File: src/rtl/seq_alu.sv
// seq_alu: handshaked ALU with registered results and a one-bit-per-cycle shifter; define SEQ_ALU_BARREL_SHIFT_EN for single-cycle shifts
module seq_alu #(
    parameter int WIDTH = 64,
    parameter int CNT_W = $clog2(WIDTH) + 1
) (
    input  logic             clk,
    input  logic             rst_n,
    input  logic             in_valid,
    output logic             in_ready,
    input  logic [WIDTH-1:0] A,
    input  logic [WIDTH-1:0] B,
    input  logic [2:0]       cmd,
    output logic             out_valid,
    input  logic             out_ready,
    output logic [WIDTH-1:0] X,
    output logic [WIDTH-1:0] Y,
    output logic             busy
);
    localparam logic [2:0] op_add = 3'd1;
    localparam logic [2:0] op_sub = 3'd2;
    localparam logic [2:0] op_sll = 3'd3;
    localparam logic [2:0] op_slr = 3'd4;
    localparam logic [2:0] op_and = 3'd5;
    localparam logic [2:0] op_or  = 3'd6;
    localparam logic [2:0] op_xor = 3'd7;
    typedef enum logic [1:0] {IDLE, SHIFT, DONE} state_t;
    state_t state, state_nx;
    logic acc;
    logic [CNT_W-1:0] s;
    logic [WIDTH-1:0] rx, ry;
`ifndef SEQ_ALU_BARREL_SHIFT_EN
    logic is_shift, dir;
    logic [CNT_W-1:0] cnt;
    assign is_shift = cmd == op_sll || cmd == op_slr;
`endif
    // WIDTH is a power of two, so any set bit at or above log2(WIDTH) means B >= WIDTH
    assign s = |B[WIDTH-1:CNT_W-1] ? CNT_W'(WIDTH) : B[CNT_W-1:0];
    // Result produced at accept; iterative shifts start from X=A, Y=0
    always_comb begin
        rx = A;
        ry = '0;
        case (cmd)
            op_add: {ry[0], rx} = {1'b0, A} + {1'b0, B};
            op_sub: {ry[0], rx} = {1'b0, A} - {1'b0, B};
            op_and: rx = A & B;
            op_or:  rx = A | B;
            op_xor: rx = A ^ B;
`ifdef SEQ_ALU_BARREL_SHIFT_EN
            op_sll: {ry, rx} = {{WIDTH{1'b0}}, A} << s;
            op_slr: {rx, ry} = {A, {WIDTH{1'b0}}} >> s;
`endif
            default: ;
        endcase
    end
    // Handshake outputs and next state; DONE with out_ready may accept the next op in the same cycle
    always_comb begin
        in_ready = state == IDLE || (state == DONE && out_ready);
        out_valid = state == DONE;
        acc = in_valid && in_ready;
        state_nx = state;
`ifdef SEQ_ALU_BARREL_SHIFT_EN
        busy = 1'b0;
        if (acc) state_nx = DONE;
        else if (state == DONE && out_ready) state_nx = IDLE;
`else
        busy = state == SHIFT;
        if (acc) state_nx = (is_shift && s != '0) ? SHIFT : DONE;
        else if (state == SHIFT) state_nx = (cnt == CNT_W'(1)) ? DONE : SHIFT;
        else if (state == DONE && out_ready) state_nx = IDLE;
`endif
    end
    // State register
    always_ff @(posedge clk or negedge rst_n) begin
        if (!rst_n) state <= IDLE;
        else state <= state_nx;
    end
    // Result registers: load at accept, then shift {X,Y} one bit per SHIFT cycle
    always_ff @(posedge clk or negedge rst_n) begin
        if (!rst_n) begin
            X <= '0;
            Y <= '0;
`ifndef SEQ_ALU_BARREL_SHIFT_EN
            cnt <= '0;
            dir <= 1'b0;
`endif
        end else if (acc) begin
            X <= rx;
            Y <= ry;
`ifndef SEQ_ALU_BARREL_SHIFT_EN
            cnt <= is_shift ? s : '0;
            dir <= cmd == op_slr;
        end else if (state == SHIFT) begin
            if (dir) {X, Y} <= {X, Y} >> 1;
            else {Y, X} <= {Y, X} << 1;
            cnt <= cnt - CNT_W'(1);
`endif
        end
    end
endmodule

File: config.mk
export PLATFORM = sky130hd
export DESIGN_NAME = seq_alu
export DESIGN_NICKNAME = d
export VERILOG_FILES = /design/src/rtl/seq_alu.sv
export SDC_FILE = /design/constraint.sdc
export NUM_CORES = 1
export LEC_CHECK = 0
export ABC_AREA = 1
export ABC_CLOCK_PERIOD_IN_PS = 2000
export BUFFER_PORTS_ARGS = -buffer_cell sky130_fd_sc_hd__buf_2
export CAP_MARGIN = 20
export CORE_MARGIN = 3
export CORE_UTILIZATION = 40
export CTS_CLUSTER_DIAMETER = 100
export DETAILED_ROUTE_END_ITERATION = 6
export GPL_TIMING_DRIVEN = 0
export HOLD_SLACK_MARGIN = 0.06
export PLACE_DENSITY_LB_ADDON = 0.3
export SLEW_MARGIN = 10
export SYNTH_ARGS = -nofsm -noshare
export SYNTH_HDL_FRONTEND = slang
export SYNTH_SLANG_ARGS = --single-unit
File: constraint.sdc
create_clock -name clk -period 2 [get_ports clk]
set_clock_uncertainty 0.1 [all_clocks]
set_input_delay 0 -clock clk [delete_from_list [all_inputs] [get_ports clk]]
set_output_delay 0 -clock clk [all_outputs]
set_load 0.02 [all_outputs]
[Word-level counts from Yosys, hierarchy flattened]
Cells that the tools add are included.
Operators by class
  $add $sub $neg: 3
  equality and inequality tests: 10
  mux-type cells: 17
  bitwise logic cells: 3
  reduce and logical (&&, ||, !) cells: 10
Operator list (count)
  $mux 64: 6
  $pmux 64 s5: 1
  $add 64x64->65: 1
  $sub 64x64->65: 1
  $and 64x64->64: 1
  $or 64x64->64: 1
  $xor 64x64->64: 1
  $reduce_or 58->1: 1
  $mux 7: 4
  $eq 3x3->1 const B: 4
  $mux 2: 5
  $eq 7x1->1 const B: 1
  $reduce_bool 7->1: 1
  $sub 7x1->7 const B: 1
  $eq 3x2->1 const B: 2
  $eq 3x1->1 const B: 1
  $logic_and 1x1->1: 3
  $reduce_bool 3->1: 1
  $eq 2x1->1 const B: 1
  $eq 2x2->1 const B: 1
  $logic_not 2->1: 1
  $logic_or 1x1->1: 2
  $pmux 1 s2: 1
  $reduce_bool 2->1: 1
Storage, ports and cells
  flip-flop bits (word level): 138
  input port bits: 135
  output and inout bits: 131

[Logic depth before layout (Yosys ltp)]
Gate-level depths: netlist (run 1).
  depth in word-level cells: 6
  depth in mapped cells: 21
  mapped depth without buffers: 20

[Worst setup path after synthesis (run 1)]
No wires, ideal clock.
  path type: reg2reg
  start point: register state[1]
  end point: register X[5]
  arrival: 1.773 ns
  data required time: 1.762 ns
  path slack: -0.011 ns
  stages on the path, launching flop included: 9
  buffers on the path: 2
  period minus slack after synthesis: 2.011 ns
  cell sequence: dfrtp_1 inv_1 nor2_1 nor2_1 nand2_1 nand2_1 buf_2 buf_1 a31oi_1
On the way
  word-level cells in the longest chain between the ends: 5
Ends and longest elaborated chain
  start: declaration: line 27  | state_t state, state_nx;
  start signal: assignment: line 75  | else state <= state_nx;
  $eq 2x2->1: line 57  | in_ready = state == IDLE || (state == DONE && out_ready);
  $logic_and 1x1->1: line 57
  $logic_or 1x1->1 (*): line 57
  named net in_ready: line 9  | output logic in_ready,
  $logic_and 1x1->1 (*): line 59  | acc = in_valid && in_ready;
  $mux 64 or $reduce_bool 2->1 (tied branches)
  end signal: assignment: line 87  | X <= rx;
  end signal: assignment: line 93  | if (dir) {X, Y} <= {X, Y} >> 1;
  end signal: assignment: line 94  | else {Y, X} <= {Y, X} << 1;
  end: declaration: line 15  | output logic [WIDTH-1:0] X,
The timed path passes the listed nets; every way through them passes the cells marked *.
A chain may end at the register's enable or synchronous reset.

[Worst setup path in the final report (run 1)]
  start point: input cmd[1]
  end point: register X[49]
On the way
  word-level cells in the longest chain between the ends: 3
Ends and longest elaborated chain
  start: declaration: line 12  | input logic [2:0] cmd,
  $eq 3x3->1 (tied with other cells): line 42  | case (cmd)
  $pmux 64 s5 (*): line 42
  $mux 64 (*): line 86  | end else if (acc) begin
Mark *: on every way between the ends. The rest lies on a longest branch, timed or not.

==> impl_metrics.json, run 1 <==
{
  "worst_pin_slew_ns": 1.04,
  "grt_pass1_vias": 27300,
  "die-area_um2": 59400,
  "netlist_area_um2": 22600,
  "fmax_mhz": 454,
  "syn_to_final_growth_pct": 37.5,
  "drc": 0,
  "ant_nets": 0,
  "vias_per_cell": 5.61,
  "final_area_um2": 31100,
  "fin_nets": 4967,
  "io_pins": 266,
  "grt_pass1_wl_um": 181000,
  "ys_ff_latch": 138,
  "gp_congestion": 1.09,
  "whs_path_depth": 5,
  "fin_ws_ns": -0.204,
  "async_flop_share": 1.00,
  "endpoint": "X[49]$_DFFE_PN0P_",
  "io_buffers": 265,
  "cts.sinks": 138,
  "grt_max_degree": 90,
  "grt-ovfl-total": 0,
  "synth_top_area_cell": "nand2_1",
  "drt-total-wl_um": 131000,
  "setup_viol": 23,
  "grt_usage": 0.413,
  "cap_viol_max_count": 0,
  "p_leak_uw": 0.0166,
  "postPlaceCellArea_um2": 25000,
  "cts_buffer_depth": 2,
  "crit_start": "cmd[1]",
  "synthCells": 4201,
  "cpMostUsedCell": "inv_2",
  "arrival_ns": 2.42,
  "outcome": "complete, but fails checks",
  "clk_pin_slew_ns": 0.07,
  "drive_above_1_share": 0.290,
  "synthTopCellsByArea": "nand2_1, dfrtp_1, inv_1",
  "dp_cells": 5218,
  "numCtsBuffers": 17,
  "maxSlewViolCount": 0,
  "avgSynthCellArea_um2": 5.38,
  "critPathCaptureType": "register",
  "power_density_nw_per_um2": 425,
  "drt_pass1_iterations": 6,
  "start_kind": "primary input",
  "instances_no_fill": 5383,
  "path_cells": "buf_2 -> inv_2 -> nand2_1 -> inv_2 -> a21oi_2 -> inv_2 -> clkbuf_4 -> o21ai_0 -> a221oi_1 -> nand3_1 -> nand2_1 -> a21oi_1",
  "placementRows": 86,
  "path_max_fanout": 11,
  "r2r-end": "X[26]$_DFFE_PN0P_",
  "post-route-min-period_ns": 2.20,
  "die_h_um": 244,
  "syn_nets": 4548,
  "htreeDepth": 4,
  "synth_edf_count": 0,
  "yosysTopAreaCellShare": 0.229,
  "dieWidth_um": 244,
  "wire_per_inst_um": 24.3,
  "clk_latency_ns": 0.43,
  "antenna_found_initial": 5,
  "reg2regPathDepth": 10,
  "coreArea_um2": 55500,
  "critPathMaxStageDelay_ns": 0.61,
  "criticalPathCategory": "in -> reg",
  "hold_class": "in -> reg",
  "reg2reg_from": "state[1]$_DFFE_PN0P_",
  "hold_viol": 0,
  "ys_seq_area_frac": 0.153,
  "cp_slowest_cell": "a221oi_1",
  "rrSetupSlack_ns": -0.02,
  "drt_iter0_markers": 3139,
  "vias": 30200,
  "cts_root_buf": "clkbuf_16",
  "cts_tree": "done",
  "yosys_most_used_dff": "dfrtp_1",
  "period_share": 1.10,
  "violations": "setup timing",
  "detailed_place_hpwl_um": 106000,
  "peakVddDrop_uv": 561,
  "ys_warn_count": 0,
  "slew_headroom": 0.303,
  "rsz0062_at_grt": "true",
  "cp.required_ns": 2.22,
  "start_util": 0.407,
  "synth_cell_types": 44
}
[worst min path at each step]
stage	from	to	slack (ns)
6_report	B[5]	state[0]$_DFFE_PN0P_	0.04
5_1_grt	B[5]	state[0]$_DFFE_PN0P_	0.07
4_1_cts	B[5]	state[0]$_DFFE_PN0P_	0.06
3_5_place_dp	rst_n	Y[7]$_DFFE_PN0P_	-0.16
3_3_place_gp	B[3]	cnt[3]$_DFFE_PN0P_	0.22
2_1_floorplan	rst_n	X[0]$_DFFE_PN0P_	-0.40
[critical path: cells and delay by family]
kind                   cells  cell delay [ns]
buffers and inverters      5             1.17
AOI/OAI and AO/OA          4             0.88
and+or+nand+nor            3             0.36
[through the flow]
stage               worst slack, ns  hold slack (ns)   util  power [µW]  setup TNS [ns]
finish                       -0.204           0.0411  0.560       13200           -1.47
global route                -0.0965           0.0735  0.560       13800           -1.77
CTS                         -0.0433           0.0618  0.516       12200          -0.142
detailed placement            -1.49           -0.161  0.450        8170          -85.23
global placement              -1.50            0.221  0.448        8150         -246.63
floorplan                    0.0800           -0.396      -        6050               0
[synth_stat cells, types with 2 or more instances]
cell and instances:
a2111oi_0 2, a211oi_1 41, a21oi_1 195, a221oi_1 17, a22oi_1 9, a31o_2 5, a31oi_1 13, and2_1 5
and3_1 4, buf_1 12, buf_2 59, clkbuf_1 91, dfrtp_1 138, fa_1 2, ha_1 210, inv_1 802
inv_2 8, mux2_2 9, nand2_1 1379, nand3_1 310, nand3b_1 8, nand4_1 39, nor2_1 399, nor2_2 10
nor3_1 31, nor4_1 13, o2111ai_1 7, o211ai_1 13, o21ai_0 291, o21ai_1 14, o21bai_1 13, o221ai_1 6
o22ai_1 30, or2_2 4, xor2_1 3
[layout make-up]
cell class	instances	area, µm²
Fill cell	5988	24400
Timing Repair Buffer	405	2750
Clock inverter	14	163
Sequential cell	138	3450
Multi-Input combinational cell	3088	19100
Inverter	811	3100
Antenna cell	2	5.00
Tap cell	748	936
Buffer	159	1110
Clock buffer	18	429
[cell usage in the layout, fill, tap and decap left out, types with 58 or more instances in the layout]
| master | n |
|---|---|
| buf_4 | 79 |
| inv_1 | 692 |
| nand2_2 | 209 |
| nand3_1 | 234 |
| nand2_1 | 1098 |
| dfrtp_1 | 137 |
| a21oi_2 | 58 |
| nand2_4 | 68 |
| buf_2 | 270 |
| ha_1 | 185 |
| nor2_2 | 93 |
| o21ai_0 | 275 |
| a21oi_1 | 117 |
| nor2_1 | 214 |
| inv_2 | 102 |
| nor2_4 | 102 |
[cell families after synthesis]
family / after synthesis / share of synthesized area
AND/OR/NAND/NOR: 2202 / 0.394
buffers and inverters: 975 / 0.165
flip-flops: 138 / 0.153
adder cells (fa/ha/maj): 212 / 0.118
multiplexers: 9 / 0.00448
XOR/XNOR: 3 / 0.00116
AO/OA/AOI/OAI: 662 / 0.164
[layer usage]
metal	vias to the layer above	GRT usage	wire (µm)	share of wire
met5	-	0	37	0.00028
met4	6	0.241	9580	0.073
met3	416	0.0899	13300	0.10
met2	1628	0.643	56400	0.43
met1	14100	0.525	51400	0.39
li1	14000	-	-	-
[flip-flops by register name (all words and copies together) (netlist names)]
register  count
X            64
Y            64
cnt           7
state         2
dir           1
[power breakdown]
group	internal, µW	switching, µW	total [µW]	leakage (µW)
combinational	2210	4850	7050	0.0148
clock	1860	1340	3210	0.000282
sequential	2870	102	2970	0.00153
total	6940	6290	13200	0.0166
[repair_timing]
item | in CTS | in global routing
gates resized for setup | 696 | 634
setup buffers | 30 | 42
gates cloned | 0 | 7
endpoints found under the hold margin | 190 | 0
pin swaps | 69 | 124
hold buffers | 56 | 0
endpoints found under the setup margin | 139 | 137
Power figures use the tool's default switching activity.
==> run 2, diff against run 1 <==
CORE_UTILIZATION = 62   (was 40)
SETUP_SLACK_MARGIN = 0.5   (was default)
==> run 2 against run 1 <==
The flow now stops in 5_1_grt; area after synthesis unchanged; synthesized cell count unchanged.
==> impl_metrics.json, run 2 <==
{
  "grt_usage": 0.751,
  "yosysTopAreaCellShare": 0.229,
  "numCtsBuffers": 17,
  "failed_stage": "5_1_grt",
  "cts_root_buf": "clkbuf_16",
  "synth_cell_types": 44,
  "grt_pass1_vias": 34900,
  "synth_edf_count": 0,
  "ys_seq_area_frac": 0.153,
  "error": "[ERROR GRT-0116] Global routing finished with congestion. Check the congestion regions in the DRC Viewer.",
  "start_util": 0.633,
  "io_pins": 266,
  "avgSynthCellArea_um2": 5.38,
  "synthCells": 4201,
  "placementRows": 69,
  "synth_top_cells_by_count": "nand2_1, inv_1, nor2_1",
  "grt_pass1_wl_um": 218000,
  "cts.sinks": 138,
  "ys_warn_count": 0,
  "gp_congestion": 1.24,
  "dieWidth_um": 197,
  "syn_nets": 4548,
  "io_buffers": 265,
  "grt_max_degree": 82,
  "async_flop_share": 1.00,
  "grt-ovfl-total": 2,
  "yosys_most_used_dff": "dfrtp_1",
  "pre_cts_slack_ns": -0.958,
  "synthTopCellsByArea": "nand2_1, dfrtp_1, inv_1",
  "synth_top_area_cell": "nand2_1",
  "cts_buffer_depth": 2,
  "netlist_area_um2": 22600,
  "detailed_place_hpwl_um": 88000,
  "outcome": "stopped before the end",
  "htreeDepth": 4,
  "ys_ff_latch": 138,
  "die_h_um": 197,
  "yosysMostFrequentCell": "nand2_1"
}
==> run 2: layer usage <==
metal,overflow,track usage
met3,0,0.628
met2,2,0.889
met4,0,0.682
met1,0,0.776
met5,0,0.348
==> run 2: cell families after synthesis <==
family	Yosys count	share of synthesized area
AOI/OAI and AO/OA	662	0.164
xor gates and xnor gates	3	0.00116
adders and majority gates	212	0.118
buffers and inverters	975	0.165
DFF	138	0.153
muxes	9	0.00448
and+or+nand+nor	2202	0.394
==> run 2: timing repair <==
action                                  4_1_cts
gates resized for setup                     445
pin swaps                                    90
setup buffers                                44
hold buffers                                 59
gates cloned                                  1
endpoints found under the setup margin      139
endpoints found under the hold margin       197
==> run 2: stage by stage <==
step	utilization	cells	area (µm²)	TNS (ns)	hold WS (ns)
after detailed placement	0.730	4928	26100	-41.63	-0.113
after floorplan	-	4201	24200	0	-0.396
after global placement	0.729	4927	26100	-171.04	0.226
after CTS	0.815	5064	29100	0	-0.0194
==> run 3, diff against run 2 <==
CORE_UTILIZATION = 40   (was 62)
CTS_CLUSTER_DIAMETER = default   (was 100)
HOLD_SLACK_MARGIN = default   (was 0.06)
PLACE_DENSITY_LB_ADDON = 0.15   (was 0.3)
SETUP_SLACK_MARGIN = default   (was 0.5)
==> run 3 against run 2 <==
The flow now finishes, with violations (hold timing, setup timing).
==> impl_metrics.json, run 3 (synthesized netlist as in run 1, its figures left out) <==
{
  "drive_above_1_share": 0.279,
  "hold-worst-slack_ns": -0.00423,
  "drc": 0,
  "endpoint": "X[19]$_DFFE_PN0P_",
  "cap_viol_max_count": 0,
  "vias_per_cell": 5.57,
  "outcome": "complete, but fails checks",
  "grt_pass1_wl_um": 175000,
  "p_sw_uw": 6080,
  "cp_slowest_cell": "buf_2",
  "grt_usage": 0.394,
  "hold_class": "in -> reg",
  "fin_nets": 4952,
  "htreeDepth": 4,
  "grt_pass1_vias": 26900,
  "fin_setup_tns_ns": -0.248,
  "cts_buffer_depth": 2,
  "path_max_fanout": 10,
  "final_common_cell": "nand2_1",
  "grt_max_degree": 72,
  "wire_per_inst_um": 23.1,
  "placementRows": 86,
  "setup_viol": 7,
  "cts_tree": "done",
  "hold_viol": 1,
  "most-common-layout-cells": "nand2_1, inv_1, o21ai_0",
  "antenna_cells": 0,
  "slew_headroom": 0.231,
  "peakVddDrop_uv": 496,
  "critPathMaxStageDelay_ns": 0.68,
  "drt-total-wl_um": 124000,
  "dieWidth_um": 244,
  "clk_pin_slew_ns": 0.06,
  "cts_root_buf": "clkbuf_16",
  "r2r-end": "X[19]$_DFFE_PN0P_",
  "coreArea_um2": 55500,
  "die-area_um2": 59400,
  "post-route-min-period_ns": 2.10,
  "reg2regPathDepth": 9,
  "p_comb_frac": 0.513,
  "die_h_um": 244,
  "ant_nets": 0,
  "p_sw_frac": 0.457,
  "p_leak_uw": 0.0163,
  "cpMostUsedCell": "buf_2",
  "period_share": 1.05,
  "gp_congestion": 1.10,
  "arrival_ns": 2.33,
  "reg2reg_from": "state[1]$_DFFE_PN0P_",
  "drt_pass1_iterations": 5,
  "worst_pin_slew_ns": 1.15,
  "criticalPathCategory": "in -> reg",
  "cts.sinks": 138,
  "start_util": 0.407,
  "antenna_found_initial": 2,
  "p_seq_frac": 0.223,
  "io_pins": 266,
  "clk_latency_ns": 0.43,
  "drt_iter0_markers": 2789,
  "pwr-share-clk": 0.264,
  "fin_ws_ns": -0.0954,
  "syn_to_final_growth_pct": 34.9,
  "maxSlewViolCount": 0,
  "rsz0062_at_grt": "true",
  "detailed_place_hpwl_um": 102000,
  "cp.required_ns": 2.24,
  "io_buffers": 265,
  "rrSetupSlack_ns": -0.04,
  "numCtsBuffers": 17,
  "power_density_nw_per_um2": 436,
  "crit_start": "cmd[1]",
  "critPathCaptureType": "register",
  "path_cells": "buf_2 -> inv_2 -> nor2_2 -> buf_2 -> a211oi_1 -> nand3_2 -> o211ai_1 -> a22oi_1",
  "start_kind": "primary input",
  "finalPower_uw": 13300,
  "p_int_uw": 7230,
  "violations": "hold timing, setup timing",
  "grt-ovfl-total": 0,
  "vias": 29900,
  "fmax_mhz": 477,
  "largest_registers": "X: 64 flops, Y: 64 flops, cnt: 7 flops"
}
## run 3: how the worst min path moves through the flow
stage / slack (ns) / cells past startpoint / start / endpoint
floorplan: -0.40 / 0 / rst_n / X[0]$_DFFE_PN0P_
global placement: 0.22 / 3 / B[4] / cnt[4]$_DFFE_PN0P_
detailed placement: -0.09 / 1 / rst_n / Y[15]$_DFFE_PN0P_
CTS: 0.0001 / 5 / A[63] / X[63]$_DFFE_PN0P_
global route: 0.002 / 5 / A[63] / X[63]$_DFFE_PN0P_
finish: -0.004 / 5 / A[63] / X[63]$_DFFE_PN0P_
## run 3: power by group through the flow
stage / registers, µW / logic [µW] / clock network (µW)
after global placement: 3020 / 5070 / 0
after CTS: 2970 / 5680 / 3530
final: 2970 / 6820 / 3510
after floorplan: 3080 / 2980 / 0
after global routing: 2980 / 7230 / 3680
after detailed placement: 3020 / 5090 / 0
## run 3: worst max-delay path: cells and delay by family
family	cells	cell delay (ns)
buffers and inverters	3	0.91
AO/OA/AOI/OAI	3	0.80
AND/OR/NAND/NOR	2	0.61
## run 3: what timing repair did
action                     4_1_cts  5_1_grt
pin swaps                       34      132
hold buffers                    36        1
hold endpoints to repair       173        1
resized for setup              490      745
cloned                           0        7
setup endpoints to repair      139      129
buffers inserted                19       54
## run 3: metal layers
layer	vias up	GRT usage	share of wire
li1	14000	-	-
met1	14000	0.521	0.41
met2	1524	0.613	0.43
met3	358	0.0824	0.11
met4	2	0.186	0.060
met5	-	0	0.000097
## run 3: final cells by class
cell class	count	area (µm²)
well taps	748	936
multi-input cells	3088	18700
flip-flops and latches	138	3450
clock inverters	14	221
inverters	811	3090
plain buffers	161	1130
clock buffers	17	425
repair buffers	388	2530
fillers	6039	25000
## run 3: metrics by stage
stage	setup slack [ns]	hold slack (ns)	instance area, µm²	std cells	util
5_1_grt	-0.0878	0.00215	30500	5365	0.549
4_1_cts	-0.0844	0.000149	27700	5303	0.499
3_5_place_dp	-1.39	-0.0882	25000	5219	0.450
2_1_floorplan	0.0800	-0.396	22600	4201	-
3_3_place_gp	-1.42	0.223	24900	5214	0.448
6_report	-0.0954	-0.00423	30500	5365	0.549
